**src/rtl/pipe_control_if.sv**
```systemverilog
// Decode-stage bus: instruction in from IF/ID plus stage controls, and the ID/EX control word out.
// The master modport drives instructions; the slave modport is the decode stage.
interface pipe_control_if #(
  parameter int unsigned REG_W = 5,
  parameter int unsigned CNT_W = 16
);
  logic [31:0]      inst_i;
  logic             inst_valid_i;
  logic             stall_ext_i;
  logic             flush_i;
  logic [7:0]       ctrl_o;
  logic             branch_o;
  logic             bne_o;
  logic             jump_o;
  logic [5:0]       op_o;
  logic [REG_W-1:0] rs_o;
  logic [REG_W-1:0] rt_o;
  logic [REG_W-1:0] rd_o;
  logic [REG_W-1:0] wr_reg_o;
  logic [15:0]      imm_o;
  logic             valid_o;
  logic             illegal_o;
  logic             stall_o;
  logic [CNT_W-1:0] stall_cnt_o;

  modport master (
    output inst_i, inst_valid_i, stall_ext_i, flush_i,
    input  ctrl_o, branch_o, bne_o, jump_o, op_o, rs_o, rt_o, rd_o, wr_reg_o,
           imm_o, valid_o, illegal_o, stall_o, stall_cnt_o
  );

  modport slave (
    input  inst_i, inst_valid_i, stall_ext_i, flush_i,
    output ctrl_o, branch_o, bne_o, jump_o, op_o, rs_o, rt_o, rd_o, wr_reg_o,
           imm_o, valid_o, illegal_o, stall_o, stall_cnt_o
  );
endinterface

```
**src/rtl/pipe_control.sv**
```systemverilog
// Registered MIPS-subset decode stage (ID/EX register) with load-use bubble insertion,
// external stall/flush handling and a saturating count of hazard bubbles.
module pipe_control #(
  parameter int unsigned REG_W     = 5,
  parameter bit          HAZARD_EN = 1'b1,
  parameter int unsigned CNT_W     = 16
) (
  input  logic           clk_i,
  input  logic           rst_i,
  pipe_control_if.slave  bus
);

  localparam logic [5:0] OP_RTYPE = 6'b000000;
  localparam logic [5:0] OP_ADDI  = 6'b001000;
  localparam logic [5:0] OP_ORI   = 6'b001101;
  localparam logic [5:0] OP_ANDI  = 6'b001100;
  localparam logic [5:0] OP_SLTI  = 6'b001010;
  localparam logic [5:0] OP_LW    = 6'b100011;
  localparam logic [5:0] OP_SW    = 6'b101011;
  localparam logic [5:0] OP_BEQ   = 6'b000100;
  localparam logic [5:0] OP_BNE   = 6'b000101;
  localparam logic [5:0] OP_J     = 6'b000010;

  logic [5:0]       in_op;
  logic [REG_W-1:0] in_rs, in_rt, in_rd;
  logic [7:0]       dec_ctrl;
  logic             dec_br, dec_bne, dec_j, dec_known, use_rs, use_rt;
  logic             hazard_c, stall_c, load_bubble, load_dec;

  logic [7:0]       ctrl_q, ctrl_d;
  logic             branch_q, branch_d, bne_q, bne_d, jump_q, jump_d;
  logic [5:0]       op_q, op_d;
  logic [REG_W-1:0] rs_q, rs_d, rt_q, rt_d, rd_q, rd_d, wr_reg_q, wr_reg_d;
  logic [15:0]      imm_q, imm_d;
  logic             valid_q, valid_d, illegal_q, illegal_d;
  logic [CNT_W-1:0] cnt_q, cnt_d;

  assign in_op = bus.inst_i[31:26];
  assign in_rs = REG_W'(bus.inst_i[25:21]);
  assign in_rt = REG_W'(bus.inst_i[20:16]);
  assign in_rd = REG_W'(bus.inst_i[15:11]);

  // Opcode decode: control word, transfer flags and which source fields are read.
  always_comb begin
    dec_ctrl  = 8'h00;
    dec_br    = 1'b0;
    dec_bne   = 1'b0;
    dec_j     = 1'b0;
    dec_known = 1'b1;
    use_rs    = 1'b0;
    use_rt    = 1'b0;
    case (in_op)
      OP_RTYPE:                  begin dec_ctrl = 8'h85; use_rs = 1'b1; use_rt = 1'b1; end
      OP_ADDI:                   begin dec_ctrl = 8'h88; use_rs = 1'b1; end
      OP_ORI, OP_ANDI, OP_SLTI:  begin dec_ctrl = 8'h8E; use_rs = 1'b1; end
      OP_LW:                     begin dec_ctrl = 8'hE8; use_rs = 1'b1; end
      OP_SW:                     begin dec_ctrl = 8'h18; use_rs = 1'b1; use_rt = 1'b1; end
      OP_BEQ:  begin dec_ctrl = 8'h02; dec_br  = 1'b1; use_rs = 1'b1; use_rt = 1'b1; end
      OP_BNE:  begin dec_ctrl = 8'h02; dec_bne = 1'b1; use_rs = 1'b1; use_rt = 1'b1; end
      OP_J:    begin dec_ctrl = 8'h00; dec_j   = 1'b1; end
      default: dec_known = 1'b0;
    endcase
  end

  // Load-use: a load in the stage writes a register the incoming instruction reads.
  assign hazard_c = HAZARD_EN && valid_q && ctrl_q[5] && (wr_reg_q != '0) && bus.inst_valid_i &&
                    ((use_rs && (in_rs == wr_reg_q)) || (use_rt && (in_rt == wr_reg_q)));

  // Next-state: flush > external stall (hold) > hazard bubble > idle bubble > decode.
  always_comb begin
    ctrl_d      = ctrl_q;
    branch_d    = branch_q;
    bne_d       = bne_q;
    jump_d      = jump_q;
    op_d        = op_q;
    rs_d        = rs_q;
    rt_d        = rt_q;
    rd_d        = rd_q;
    wr_reg_d    = wr_reg_q;
    imm_d       = imm_q;
    valid_d     = valid_q;
    illegal_d   = illegal_q;
    cnt_d       = cnt_q;
    stall_c     = 1'b0;
    load_bubble = 1'b0;
    load_dec    = 1'b0;

    if (bus.flush_i) begin
      load_bubble = 1'b1;
    end else if (!bus.stall_ext_i) begin
      if (hazard_c) begin
        stall_c     = 1'b1;
        load_bubble = 1'b1;
        if (cnt_q != '1) cnt_d = cnt_q + CNT_W'(1);
      end else if (!bus.inst_valid_i || !dec_known) begin
        load_bubble = 1'b1;
      end else begin
        load_dec = 1'b1;
      end
    end

    if (load_bubble || load_dec) begin
      op_d      = in_op;
      rs_d      = in_rs;
      rt_d      = in_rt;
      rd_d      = in_rd;
      wr_reg_d  = dec_ctrl[0] ? in_rd : in_rt;
      imm_d     = bus.inst_i[15:0];
      ctrl_d    = load_dec ? dec_ctrl : 8'h00;
      branch_d  = load_dec && dec_br;
      bne_d     = load_dec && dec_bne;
      jump_d    = load_dec && dec_j;
      valid_d   = load_dec;
      // Only a real, unstalled, unflushed instruction with an unknown opcode flags illegal.
      illegal_d = load_bubble && !bus.flush_i && !hazard_c && bus.inst_valid_i && !dec_known;
    end
  end

  always_ff @(posedge clk_i or posedge rst_i) begin
    if (rst_i) begin
      ctrl_q    <= '0;
      branch_q  <= 1'b0;
      bne_q     <= 1'b0;
      jump_q    <= 1'b0;
      op_q      <= '0;
      rs_q      <= '0;
      rt_q      <= '0;
      rd_q      <= '0;
      wr_reg_q  <= '0;
      imm_q     <= '0;
      valid_q   <= 1'b0;
      illegal_q <= 1'b0;
      cnt_q     <= '0;
    end else begin
      ctrl_q    <= ctrl_d;
      branch_q  <= branch_d;
      bne_q     <= bne_d;
      jump_q    <= jump_d;
      op_q      <= op_d;
      rs_q      <= rs_d;
      rt_q      <= rt_d;
      rd_q      <= rd_d;
      wr_reg_q  <= wr_reg_d;
      imm_q     <= imm_d;
      valid_q   <= valid_d;
      illegal_q <= illegal_d;
      cnt_q     <= cnt_d;
    end
  end

  assign bus.ctrl_o      = ctrl_q;
  assign bus.branch_o    = branch_q;
  assign bus.bne_o       = bne_q;
  assign bus.jump_o      = jump_q;
  assign bus.op_o        = op_q;
  assign bus.rs_o        = rs_q;
  assign bus.rt_o        = rt_q;
  assign bus.rd_o        = rd_q;
  assign bus.wr_reg_o    = wr_reg_q;
  assign bus.imm_o       = imm_q;
  assign bus.valid_o     = valid_q;
  assign bus.illegal_o   = illegal_q;
  assign bus.stall_o     = stall_c;
  assign bus.stall_cnt_o = cnt_q;

endmodule

```
**src/flat_wrapper.sv**
```systemverilog
// flat-port wrapper written by rule: the top's interface ports become plain ports
module pipe_control_flat 
#(
  parameter int unsigned REG_W     = 5,
  parameter bit          HAZARD_EN = 1'b1,
  parameter int unsigned CNT_W     = 16
)
  (clk_i, rst_i, bus_inst_i, bus_inst_valid_i, bus_stall_ext_i, bus_flush_i, bus_ctrl_o, bus_branch_o, bus_bne_o, bus_jump_o, bus_op_o, bus_rs_o, bus_rt_o, bus_rd_o, bus_wr_reg_o, bus_imm_o, bus_valid_o, bus_illegal_o, bus_stall_o, bus_stall_cnt_o);
  pipe_control_if #(.REG_W(REG_W), .CNT_W(CNT_W)) bus_i ();
  input  logic clk_i;
  input  logic rst_i;
  input wire logic [$bits(bus_i.inst_i)-1:0] bus_inst_i;
  input wire logic [$bits(bus_i.inst_valid_i)-1:0] bus_inst_valid_i;
  input wire logic [$bits(bus_i.stall_ext_i)-1:0] bus_stall_ext_i;
  input wire logic [$bits(bus_i.flush_i)-1:0] bus_flush_i;
  output wire logic [$bits(bus_i.ctrl_o)-1:0] bus_ctrl_o;
  output wire logic [$bits(bus_i.branch_o)-1:0] bus_branch_o;
  output wire logic [$bits(bus_i.bne_o)-1:0] bus_bne_o;
  output wire logic [$bits(bus_i.jump_o)-1:0] bus_jump_o;
  output wire logic [$bits(bus_i.op_o)-1:0] bus_op_o;
  output wire logic [$bits(bus_i.rs_o)-1:0] bus_rs_o;
  output wire logic [$bits(bus_i.rt_o)-1:0] bus_rt_o;
  output wire logic [$bits(bus_i.rd_o)-1:0] bus_rd_o;
  output wire logic [$bits(bus_i.wr_reg_o)-1:0] bus_wr_reg_o;
  output wire logic [$bits(bus_i.imm_o)-1:0] bus_imm_o;
  output wire logic [$bits(bus_i.valid_o)-1:0] bus_valid_o;
  output wire logic [$bits(bus_i.illegal_o)-1:0] bus_illegal_o;
  output wire logic [$bits(bus_i.stall_o)-1:0] bus_stall_o;
  output wire logic [$bits(bus_i.stall_cnt_o)-1:0] bus_stall_cnt_o;
  assign bus_i.inst_i = bus_inst_i;
  assign bus_i.inst_valid_i = bus_inst_valid_i;
  assign bus_i.stall_ext_i = bus_stall_ext_i;
  assign bus_i.flush_i = bus_flush_i;
  assign bus_ctrl_o = bus_i.ctrl_o;
  assign bus_branch_o = bus_i.branch_o;
  assign bus_bne_o = bus_i.bne_o;
  assign bus_jump_o = bus_i.jump_o;
  assign bus_op_o = bus_i.op_o;
  assign bus_rs_o = bus_i.rs_o;
  assign bus_rt_o = bus_i.rt_o;
  assign bus_rd_o = bus_i.rd_o;
  assign bus_wr_reg_o = bus_i.wr_reg_o;
  assign bus_imm_o = bus_i.imm_o;
  assign bus_valid_o = bus_i.valid_o;
  assign bus_illegal_o = bus_i.illegal_o;
  assign bus_stall_o = bus_i.stall_o;
  assign bus_stall_cnt_o = bus_i.stall_cnt_o;
  pipe_control #(.REG_W(REG_W), .HAZARD_EN(HAZARD_EN), .CNT_W(CNT_W)) u_core (.clk_i(clk_i), .rst_i(rst_i), .bus(bus_i));
endmodule
```
**config.mk**
```make
export PLATFORM = sky130hd
export DESIGN_NAME = pipe_control_flat
export DESIGN_NICKNAME = d
export VERILOG_FILES = /design/src/rtl/pipe_control_if.sv /design/src/rtl/pipe_control.sv /design/src/flat_wrapper.sv
export SDC_FILE = /design/constraint.sdc
export NUM_CORES = 1
export LEC_CHECK = 0
export CORE_ASPECT_RATIO = 1.4
export CORE_MARGIN = 2
export CORE_UTILIZATION = 48
export DETAILED_ROUTE_END_ITERATION = 8
export GPL_TIMING_DRIVEN = 0
export PLACE_DENSITY = 0.85
export RECOVER_POWER = 100
export SLEW_MARGIN = 20
export SYNTH_ARGS = -nofsm -noshare
export SYNTH_HDL_FRONTEND = slang
export SYNTH_SLANG_ARGS = --single-unit
```
**constraint.sdc**
```tcl
create_clock -name clk_i -period 3 [get_ports clk_i]
set_input_delay 0.45 -clock clk_i [delete_from_list [all_inputs] [get_ports clk_i]]
set_output_delay 0.45 -clock clk_i [all_outputs]
set_load 0.01 [all_outputs]
```
After elaboration in Yosys (flattened, before gate mapping)
Cells that the tools add are included.
{"block": "classes", "reduce_logical": 28, "bitwise_logic": 2, "n_mux": 20, "n_eq_ne": 12, "add_sub_neg": 1}
{"op": "8-bit case mux with 6 select lines", "n": 1}
{"op": "6-bit by 4-bit == test with 1-bit output (second input constant)", "n": 4}
{"op": "1-bit two-way mux", "n": 17}
{"op": "16-bit by 1-bit adder with 16-bit output (second input constant)", "n": 1}
{"op": "16-bit inequality test (second input constant)", "n": 1}
{"op": "1-bit logical AND", "n": 13}
{"op": "6-bit by 3-bit == test with 1-bit output (second input constant)", "n": 2}
{"op": "6-bit == test (second input constant)", "n": 2}
{"op": "5-bit == test", "n": 2}
{"op": "10-bit OR reduction", "n": 1}
{"op": "9-bit OR reduction", "n": 1}
{"op": "8-bit two-way mux", "n": 1}
{"op": "6-bit by 2-bit == test with 1-bit output (second input constant)", "n": 1}
{"op": "6-bit logical NOT", "n": 1}
{"op": "5-bit two-way mux", "n": 1}
{"op": "5-bit nonzero test", "n": 1}
{"op": "1-bit logical NOT", "n": 4}
{"op": "4-bit AND reduction", "n": 1}
{"op": "4-bit OR reduction", "n": 1}
{"op": "1-bit logical OR", "n": 3}
{"op": "3-bit OR reduction", "n": 1}
{"op": "1-bit inverter", "n": 2}
{"op": "2-bit OR reduction", "n": 1}
{"block": "totals", "reg_bits": 71, "inputBits": 37, "elab_cells": 76, "out_inout_bits": 72}

Longest topological paths before layout
{"block": "logic_depth", "ltp_word": 13, "ltp_mapped": 8}

Worst setup path after synthesis
OpenSTA, ideal clock, no wires.
{"block": "synth_timing", "kind": "input -> output", "start": "input bus_inst_i[27]", "end": "output bus_stall_o", "arrival_ns": 1.641, "cell_stages": 6, "required_time_ns": 2.550, "n_path_buf": 1, "setup_slack_ns": 0.909, "cell_sequence": "buf_4 -> nor3_1 -> a22oi_1 -> nor4_2 -> o21ai_0 -> nor3_1"}
{"block": "synth_via", "elab_chain_len": 9, "word_cells_on_any_way": 20, "classes_between": "eq/ne: 8; mux: 5; reduce/logical: 7"}
{"element": "start: declaration", "line_no": "flat_wrapper.sv:12", "text": "input wire logic [$bits(bus_i.inst_i)-1:0] bus_inst_i;"}
{"element": "6-bit by 4-bit == test with 1-bit output (tied with other cells)", "line_no": "pipe_control.sv:52", "text": "case (in_op)"}
{"element": "9-bit OR reduction (no source line) / 4-bit OR reduction (equally long branches)"}
{"element": "1-bit two-way mux", "line_no": "pipe_control.sv:52"}
{"element": "1-bit logical AND", "line_no": "pipe_control.sv:67", "text": "((use_rs && (in_rs == wr_reg_q)) || (use_rt && (in_rt == wr_reg_q)));"}
{"element": "1-bit logical OR (*)", "line_no": "pipe_control.sv:67"}
{"element": "1-bit logical AND (*)", "line_no": "pipe_control.sv:66", "text": "assign hazard_c = HAZARD_EN && valid_q && ctrl_q[5] && (wr_reg_q != '0) && bus.inst_valid_i &&"}
{"element": "1-bit two-way mux (*)", "line_no": "pipe_control.sv:91", "text": "if (hazard_c) begin"}
{"element": "1-bit two-way mux (*)", "line_no": "pipe_control.sv:90", "text": "end else if (!bus.stall_ext_i) begin"}
{"element": "1-bit two-way mux (*)", "line_no": "pipe_control.sv:88", "text": "if (bus.flush_i) begin"}
{"element": "end: declaration", "line_no": "flat_wrapper.sv:28", "text": "output wire logic [$bits(bus_i.stall_o)-1:0] bus_stall_o;"}
Mark *: on every way between the ends. The rest lies on a longest branch, timed or not.

Worst setup path after layout
{"block": "layout_timing", "start": "input bus_inst_i[28]", "end": "output bus_stall_o"}
The elaborated chain is that of the path after synthesis.

==> flow_summary.toml <==
[run_status]
outcome = "completed"

[final_layout]
syn_to_final_growth_pct = 45.2
fin_nets = 423
drive_gt1_frac = 0.156
final_cells = 462
n_antenna_cell = 0
finalCoreUtilization = 0.711

[grt]
grt_max_degree = 41
grt_pass1_vias = 2509
track_usage = 0.227
antenna_found_initial = 0
grt_pass1_wl_um = 12400
grt.overflow.total = 0

[clock_network]
cts_tree = "built"
cts_htree_levels = 3
cts_root_buf = "clkbuf_8"
cts_made_buffers = 9
worstSkewPairLatency_ps = 340
clock-sinks = 65
hold_buffers = 0
clk_pin_slew_worst_paths_ps = 70
cts_buffer_depth = 2

[routing]
detail-route-antenna-nets = 0
route.detailed.drc = 0
drt_iter0_drc = 224
first_pass_iters = 4
drt-vias-per-instance = 5.32
wl_per_cell_um = 16.4
vias = 2456
routed_wl_um = 7590

[sta]
max_freq_mhz = 358
fin_tns_setup_ps = 0
setup-violations-final = 0
worst_slack_ps = 210
finClkSkew_ps = 11.8
post-route-period-util = 0.930
slew_headroom = 0.227
slew_viol_final = 0
period_needed_ps = 2790
rsz0062_at_grt = "no"
worst_slew_pin_slew_ps = 1150
hold_viol_final = 0

[synth]
yosysMostFrequentCell = "dfrtp_1"
yosys_most_used_dff = "dfrtp_1"
synthArstFlopShare = 1.00
yosysSeqAreaShare = 0.539
syn_avg_cell_area_um2 = 11.4
yosys.area.top_type = "dfrtp_1"
syn_inst = 265
ys_warn_count = 0
synth.top_cell.area_share = 0.539
yosys-top-cells-area = "dfrtp_1 (54%), mux2_2 (12%), xor2_1 (4.9%), nor2_1 (3.0%), xnor2_1 (2.6%)"
yosys_register_bits = 65
synth_common_cells = "dfrtp_1 (65), mux2_2 (33), nor2_1 (24)"
synth_cell_types = 36
netlist_area_um2 = 3020
synth_edf_count = 0
syn-num-nets = 303

[worst_setup_path]
rr_worst_depth = 7
regToRegSetupSlack_ps = 670
r2r_end = "u_core.bus.stall_cnt_o[5]"
critPathCaptureType = "output pin"
cp_max_fo = 4
critPathKind = "in2out"
cp-start-kind = "input pin"
crit_arrival_ps = 2340
required_ps = 2550
r2r_start = "u_core.bus.stall_cnt_o[7]"

[place]
pre_cts_slack_ps = -280
port_buffers = 108
dp_cells = 446
hpwl_um = 5750
gp_congestion = 0.870

[floorplanning]
rows = 34
die_w_um = 71.0
core-area_um2 = 6170
dieArea_um2 = 6950
floorplan.initialDensity = 0.489
io_pins = 109
dieHeight_um = 97.8

[worst_hold_path]
hold_start = "u_core.bus.ctrl_o[1]"
min_to = "u_core.bus.ctrl_o[1]"
hold_path.class = "reg2reg"
hold-path-cell-count = 2

[run]
drv_cap = 0

[power]
leakagePower_nw = 2.01
vdd_drop_max_mv = 0.323
p_per_area_nw_per_um2 = 455
## report_power, final
| group | internal [mW] | switching [mW] | total, mW |
|---|---|---|---|
| Sequential | 0.920 | 0.0292 | 0.949 |
| Clock | 0.404 | 0.333 | 0.737 |
| Combinational | 0.172 | 0.138 | 0.310 |
| Total | 1.50 | 0.500 | 2.00 |
## timing repair
| action | in CTS | in global routing |
|---|---|---|
| endpoints found under the setup margin | 1 | 0 |
| resized for setup | 7 | 0 |
| setup buffers | 0 | 0 |
## sequential cells by signal, summed over array words and instances (netlist names), 5 cells and up
register / flops
u_core.bus.stall_cnt_o: 16
u_core.bus.rs_o: 5
u_core.bus.ctrl_o: 7
u_core.bus.imm_o: 15
u_core.bus.rt_o: 5
u_core.bus.wr_reg_o: 5
u_core.bus.op_o: 6
## metal layers
metal  track usage  part of all wire  routed length, µm
met3        0.0640             0.060                456
met2         0.401              0.55               4210
met5             0                 0                  0
met4        0.0711            0.0087                 66
met1         0.264              0.38               2860
## cells in the final DEF, fill, tap and decap left out, types with 2 or more instances in the layout
cell	n
clkinvlp_4	2
nor4_1	2
and2b_1	3
nor2b_1	2
nor3_1	8
a21oi_1	6
dfrtp_1	65
nand4_1	4
mux2_2	33
o21ai_0	12
and3_1	2
nand3b_1	3
mux2i_1	5
xor2_1	17
dlygate4sd3_1	74
nand2b_1	2
clkbuf_8	10
a22o_1	3
xnor2_1	9
clkbuf_2	2
clkdlybuf4s50_1	31
dlygate4sd2_1	3
inv_1	3
nand2_1	20
nor2_1	24
nand3_1	9
clkinv_2	2
clkbuf_1	9
buf_4	7
a32o_1	3
## per-stage QoR
stage               power, mW  instance area [µm²]  hold slack (ps)
floorplan                1.11                 3020              513
global placement         1.29                 4190              469
detailed placement       1.30                 4210              474
CTS                      2.04                 4420              457
global route             2.08                 4380              494
finish                   2.00                 4380              478
## cell families after synthesis
logic type / Yosys count / synth area share
AO/OA/AOI/OAI: 30 / 0.0655
flip-flops: 65 / 0.539
buffers and inverters: 20 / 0.0361
multiplexers: 38 / 0.140
AND/OR/NAND/NOR: 85 / 0.140
XOR/XNOR: 26 / 0.0754
adder cells (fa/ha/maj): 1 / 0.00414
## final cells by class
type,instances,area (µm²)
fill,455,1780
timing repair buffer,109,1080
buffer,16,87.6
inverter,4,16.3
clock inverter,5,55.1
multi-input combinational,180,1280
sequential,65,1630
clock buffer,11,141
tap,72,90.1
## worst max-delay path by stage
stage | start | endpoint | slack, ps
floorplan | bus_inst_i[27] | bus_stall_o | 910
global placement | bus_inst_i[31] | bus_stall_o | -270
detailed placement | bus_inst_i[31] | bus_stall_o | -280
CTS | bus_inst_i[17] | bus_stall_o | 280
global route | bus_inst_i[28] | bus_stall_o | 90
finish | bus_inst_i[28] | bus_stall_o | 210
## worst max-delay path, stage by stage
cell,delay (ps)
dlygate4sd3_1,580
and2b_1,250
o21a_1,180
o31a_1,310
o21ai_1,190
nor3_1,80
dlygate4sd2_1,300
(Power assumes the default switching activity.)
